**src/rtl/iua_uart_cmd_rx.sv**
```systemverilog
// Host command receiver: 8N1 UART deserializer feeding a small command decoder
// that drives capture enable, LED debug mode and a one-cycle reset request.
module iua_uart_cmd_rx #(
  parameter int unsigned DIV = 23
) (
  input  logic       clk,
  input  logic       rst,
  input  logic       uart_rx,
  output logic [7:0] rx_data,
  output logic       rx_stb,
  output logic       rx_ferr,
  output logic       rst_req,
  output logic       cap_en,
  output logic [1:0] led_mode
);
  localparam int unsigned   CW          = $clog2(DIV + 1);
  localparam logic [CW-1:0] RELOAD_BIT  = CW'(DIV);
  localparam logic [CW-1:0] RELOAD_HALF = CW'(DIV / 2);

  typedef enum logic [2:0] {
    RX_IDLE, RX_START, RX_DATA, RX_STOP, RX_BREAK
  } rx_state_t;

  typedef enum logic {
    C_IDLE, C_ARG
  } cmd_state_t;

  rx_state_t     rx_state_q, rx_state_d;
  cmd_state_t    cmd_state_q, cmd_state_d;
  logic          sync1_q, sync2_q;
  logic [CW-1:0] cnt_q, cnt_d;
  logic [2:0]    idx_q, idx_d;
  logic [7:0]    shift_q, shift_d;
  logic          armed_q, armed_d;
  logic [7:0]    rx_data_q, rx_data_d;
  logic          rx_stb_q, rx_stb_d;
  logic          rx_ferr_q, rx_ferr_d;
  logic          rst_req_q, rst_req_d;
  logic          cap_en_q, cap_en_d;
  logic [1:0]    led_mode_q, led_mode_d;
  logic          rxs;
  logic          sample;

  assign rxs    = sync2_q;
  assign sample = (cnt_q == '0);

  // After reset the line must sit high for a full bit period before a start
  // bit is accepted, so a frame cut by reset is not decoded from its middle.
  always_comb begin
    rx_state_d = rx_state_q;
    cnt_d      = cnt_q;
    idx_d      = idx_q;
    shift_d    = shift_q;
    armed_d    = armed_q;
    rx_data_d  = rx_data_q;
    rx_stb_d   = 1'b0;
    rx_ferr_d  = 1'b0;
    case (rx_state_q)
      RX_IDLE: begin
        if (!armed_q) begin
          if (!rxs)        cnt_d   = RELOAD_BIT;
          else if (sample) armed_d = 1'b1;
          else             cnt_d   = cnt_q - 1'b1;
        end else if (!rxs) begin
          cnt_d      = RELOAD_HALF;
          rx_state_d = RX_START;
        end
      end
      RX_START: begin
        if (!sample) begin
          cnt_d = cnt_q - 1'b1;
        end else if (!rxs) begin
          cnt_d      = RELOAD_BIT;
          idx_d      = 3'd0;
          rx_state_d = RX_DATA;
        end else begin
          rx_state_d = RX_IDLE;
        end
      end
      RX_DATA: begin
        if (!sample) begin
          cnt_d = cnt_q - 1'b1;
        end else begin
          shift_d = {rxs, shift_q[7:1]};
          cnt_d   = RELOAD_BIT;
          idx_d   = idx_q + 3'd1;
          if (idx_q == 3'd7) rx_state_d = RX_STOP;
        end
      end
      RX_STOP: begin
        if (!sample) begin
          cnt_d = cnt_q - 1'b1;
        end else if (rxs) begin
          rx_stb_d   = 1'b1;
          rx_data_d  = shift_q;
          rx_state_d = RX_IDLE;
        end else begin
          rx_ferr_d  = 1'b1;
          rx_state_d = RX_BREAK;
        end
      end
      RX_BREAK: begin
        if (rxs) rx_state_d = RX_IDLE;
      end
      default: rx_state_d = RX_IDLE;
    endcase
  end

  always_comb begin
    cmd_state_d = cmd_state_q;
    cap_en_d    = cap_en_q;
    led_mode_d  = led_mode_q;
    rst_req_d   = 1'b0;
    if (rx_stb_q) begin
      case (cmd_state_q)
        C_IDLE: begin
          case (rx_data_q)
            8'h52:   rst_req_d   = 1'b1;
            8'h53:   cap_en_d    = 1'b1;
            8'h50:   cap_en_d    = 1'b0;
            8'h4C:   cmd_state_d = C_ARG;
            default: cmd_state_d = C_IDLE;
          endcase
        end
        C_ARG: begin
          led_mode_d  = rx_data_q[1:0];
          cmd_state_d = C_IDLE;
        end
        default: cmd_state_d = C_IDLE;
      endcase
    end else if (rx_ferr_q && (cmd_state_q == C_ARG)) begin
      cmd_state_d = C_IDLE;
    end
  end

  always_ff @(posedge clk or posedge rst) begin
    if (rst) begin
      sync1_q     <= 1'b1;
      sync2_q     <= 1'b1;
      rx_state_q  <= RX_IDLE;
      cmd_state_q <= C_IDLE;
      cnt_q       <= RELOAD_BIT;
      idx_q       <= 3'd0;
      shift_q     <= 8'h00;
      armed_q     <= 1'b0;
      rx_data_q   <= 8'h00;
      rx_stb_q    <= 1'b0;
      rx_ferr_q   <= 1'b0;
      rst_req_q   <= 1'b0;
      cap_en_q    <= 1'b0;
      led_mode_q  <= 2'b00;
    end else begin
      sync1_q     <= uart_rx;
      sync2_q     <= sync1_q;
      rx_state_q  <= rx_state_d;
      cmd_state_q <= cmd_state_d;
      cnt_q       <= cnt_d;
      idx_q       <= idx_d;
      shift_q     <= shift_d;
      armed_q     <= armed_d;
      rx_data_q   <= rx_data_d;
      rx_stb_q    <= rx_stb_d;
      rx_ferr_q   <= rx_ferr_d;
      rst_req_q   <= rst_req_d;
      cap_en_q    <= cap_en_d;
      led_mode_q  <= led_mode_d;
    end
  end

  assign rx_data  = rx_data_q;
  assign rx_stb   = rx_stb_q;
  assign rx_ferr  = rx_ferr_q;
  assign rst_req  = rst_req_q;
  assign cap_en   = cap_en_q;
  assign led_mode = led_mode_q;
endmodule

```
**config.mk**
```make
export PLATFORM = sky130hd
export DESIGN_NAME = iua_uart_cmd_rx
export DESIGN_NICKNAME = d
export VERILOG_FILES = /design/src/rtl/iua_uart_cmd_rx.sv
export SDC_FILE = /design/constraint.sdc
export NUM_CORES = 1
export LEC_CHECK = 0
export CORE_MARGIN = 4
export CORE_UTILIZATION = 25
export CTS_CLUSTER_DIAMETER = 150
export DETAILED_ROUTE_END_ITERATION = 8
export DONT_BUFFER_PORTS = 1
export PLACE_DENSITY = 0.49
export SETUP_SLACK_MARGIN = 0.3
export SYNTH_ARGS = -nofsm -noshare
export SYNTH_HDL_FRONTEND = slang
export SYNTH_SLANG_ARGS = --single-unit
export TNS_END_PERCENT = 50
```
**constraint.sdc**
```tcl
create_clock -name clk -period 2.35 [get_ports clk]
set_clock_uncertainty 0.05 [all_clocks]
set_input_delay 0.3525 -clock clk [delete_from_list [all_inputs] [get_ports clk]]
set_output_delay 0.3525 -clock clk [all_outputs]
set_load 0.02 [all_outputs]
```
==> flow_metrics.env <==
export IMPL_status="completed"
export IMPL_grt_pass1_vias=1189
export IMPL_clock_power_share=0.434
export IMPL_cts_sinks=37
export IMPL_cp_end_kind="flip-flop"
export IMPL_cts_tree="done"
export IMPL_dp_hpwl_microns=2420
export IMPL_dieArea_sq_mm=0.00865
export IMPL_vias=1178
export IMPL_setup_viol=0
export IMPL_nets=167
export IMPL_synth_ff_type="dfrtp_1"
export IMPL_grt_usage=0.0888
export IMPL_drc_errors=0
export IMPL_timing_setup_tns_ns=0
export IMPL_slew_violations=0
export IMPL_finalPower_mw=1.28
export IMPL_netlist_area_sq_mm=0.00181
export IMPL_slew_headroom=0.659
export IMPL_clk_pin_slew_ns=0.08
export IMPL_clock_latency_ns=0.29
export IMPL_tightest_slew_ns=0.512
export IMPL_htree_num_levels=2
export IMPL_ys_warn_count=0
export IMPL_grt_pass1_wl_microns=5990
export IMPL_ys_seq_area_frac=0.517
export IMPL_p_sw_frac=0.222
export IMPL_ys_ff_latch=37
export IMPL_num_rows=30
export IMPL_worstSetupPathType="flip-flop to flip-flop"
export IMPL_grt_max_degree=33
export IMPL_port_buffers=0
export IMPL_period_minus_slack_ns=2.00
export IMPL_cellPowerDensity_mw_per_mm2=604
export IMPL_cts_root_buffer="clkbuf_8"
export IMPL_cap_violations=0
export IMPL_die_w_microns=93.0
export IMPL_syn_to_final_growth_pct=17.6
export IMPL_utilization=0.308
export IMPL_synth_cells=147
export IMPL_via_per_inst=4.58
export IMPL_max_freq_ghz=0.500
export IMPL_seqPwrFrac=0.517
export IMPL_async_flop_share=1.00
export IMPL_drt_iter0_drc=86
export IMPL_ir_drop_mv=0.222
export IMPL_fin_crit_sh=0.851
export IMPL_reg2reg_from="cnt_q[0]"
export IMPL_crit_start="cnt_q[0]"
export IMPL_drive_gt1_frac=0.360
export IMPL_syn_num_nets=154
export IMPL_leakagePower_nw=0.951
export IMPL_crit_fanout=5
export IMPL_startpoint_type="flip-flop"
export IMPL_p_int_uw=998
export IMPL_min_delay_start="sync1_q"
export IMPL_ios=17
export IMPL_wl_per_cell_microns=13.5
export IMPL_ant_nets=0
export IMPL_numCtsBuffers=5
export IMPL_crit_arrival_ns=2.16
export IMPL_synth_edff_count=0
export IMPL_rsz0062_at_grt="yes"
export IMPL_grt_antenna_before_repair=0
export IMPL_dr_pass1_iters=4
export IMPL_overflow=0
export IMPL_antenna_cells=0
export IMPL_fp_dieH_microns=93.0
export IMPL_hold_viol=0
export IMPL_syn_avg_cell_area_sq_um=12.3
export IMPL_power_switching_uw=285
export IMPL_totalWireLength_microns=3480
export IMPL_p_comb_frac=0.049
export IMPL_hold_path_class="flip-flop to flip-flop"
export IMPL_ys_types=47
export IMPL_gp_congestion=0.735
export IMPL_initial_core_util=0.262
export IMPL_cts_path_max_buffers=2
export IMPL_worstPathRequired_ns=2.52
export IMPL_core_area_sq_mm=0.00691
## worst paths after layout
kind	slack (ns)	endpoint	depth (start not counted)
setup reg to reg	0.35	cnt_q[3]	9
setup / recovery	0.35	cnt_q[3]	9
max in group asynchronous	1.21	sync1_q	3
min in group asynchronous	0.35	cnt_q[3]	2
hold / removal	0.31	rxs	0
hold reg to reg	0.31	rxs	0
## power groups by stage
stage	registers (mW)	clock network, mW	logic (mW)
6_report	0.663	0.557	0.0628
5_1_grt	0.665	0.599	0.0703
2_1_floorplan	0.669	0	0.0376
4_1_cts	0.662	0.577	0.0532
3_5_place_dp	0.675	0	0.0448
3_3_place_gp	0.674	0	0.0432
## worst max-delay path, stage by stage, from the launching register on
cell	delay [ns]
dfstp_2	0.56
inv_2	0.06
ha_4	0.16
nor4b_4	0.12
buf_4	0.16
buf_6	0.12
a311oi_4	0.33
buf_4	0.20
nor2_2	0.03
a31oi_1	0.14
## per-stage QoR
stage                     cell area (sq um)  instances  hold WS (ns)  worst slack (ns)
after CTS                              2100        256         0.309             0.317
after floorplan                        1810        147         0.295             0.319
after global placement                 1900        239         0.109             0.208
after global routing                   2120        257         0.316             0.283
final                                  2120        257         0.309             0.350
after detailed placement               1900        239         0.115            0.0977
## state kept, by name (all words and copies together) (netlist names), 2 cells and up
name	count
rx_data	8
idx_q	3
shift_q	8
cnt_q	5
rx_state_q	3
led_mode	2
## Yosys cell counts, types with 2 or more instances
library cell  count  area share
nor2b_1           4       0.014
dfrtp_1          31        0.43
a211oi_1          2      0.0083
nor4bb_1          2       0.011
o21ai_0           6       0.017
o21a_1            2      0.0083
clkbuf_1          4      0.0083
nand2_1           5       0.010
ha_1              4       0.028
mux2_4            8       0.066
inv_1             6       0.012
a21oi_1           7       0.019
a22o_1            3       0.015
dfstp_2           6       0.087
nor2_1           11       0.023
mux2_2           12       0.075
o22ai_1           4       0.014
## final cells by class
cell class / count / area [sq um]
clock buffer: 5 / 68.8
clock inverter: 3 / 46.3
fill: 703 / 4780
inverter: 7 / 28.8
multi-input combinational: 97 / 828
sequential: 37 / 933
tap: 96 / 120
timing repair buffer: 12 / 98.8
## cells by family after synthesis
group	after synthesis	synth area share
xor gates and xnor gates	2	0.00970
muxes	21	0.147
adders and majority gates	4	0.0277
DFF	37	0.517
buffers and inverters	13	0.0395
AOI/OAI and AO/OA	35	0.138
and+or+nand+nor	35	0.122
## routing by layer
layer | global-route usage | routed length (microns) | part of all wire
met5 | 0 | 0 | 0
met3 | 0.0346 | 153 | 0.044
met4 | 0.0403 | 50 | 0.014
met2 | 0.125 | 1600 | 0.46
met1 | 0.119 | 1680 | 0.48
## what timing repair did
action	CTS	global route
resized for setup	2	6
hold buffers	2	0
buffers inserted	7	1
cloned	0	0
endpoints found under the hold margin	2	0
pin swaps	2	2
setup endpoints to repair	17	20
## cell usage in the layout (no fill, tap or decap), types with 4 or more instances in the layout
master	n
dfrtp_1	31
mux2_2	12
nor2_1	10
buf_4	9
mux2_4	8
a21oi_1	7
o21ai_0	6
dfstp_2	6
nand2_1	5
clkbuf_8	5
inv_1	4
nor2b_1	4
o22ai_1	4
Note: power is estimated with default switching activity, not from simulation.
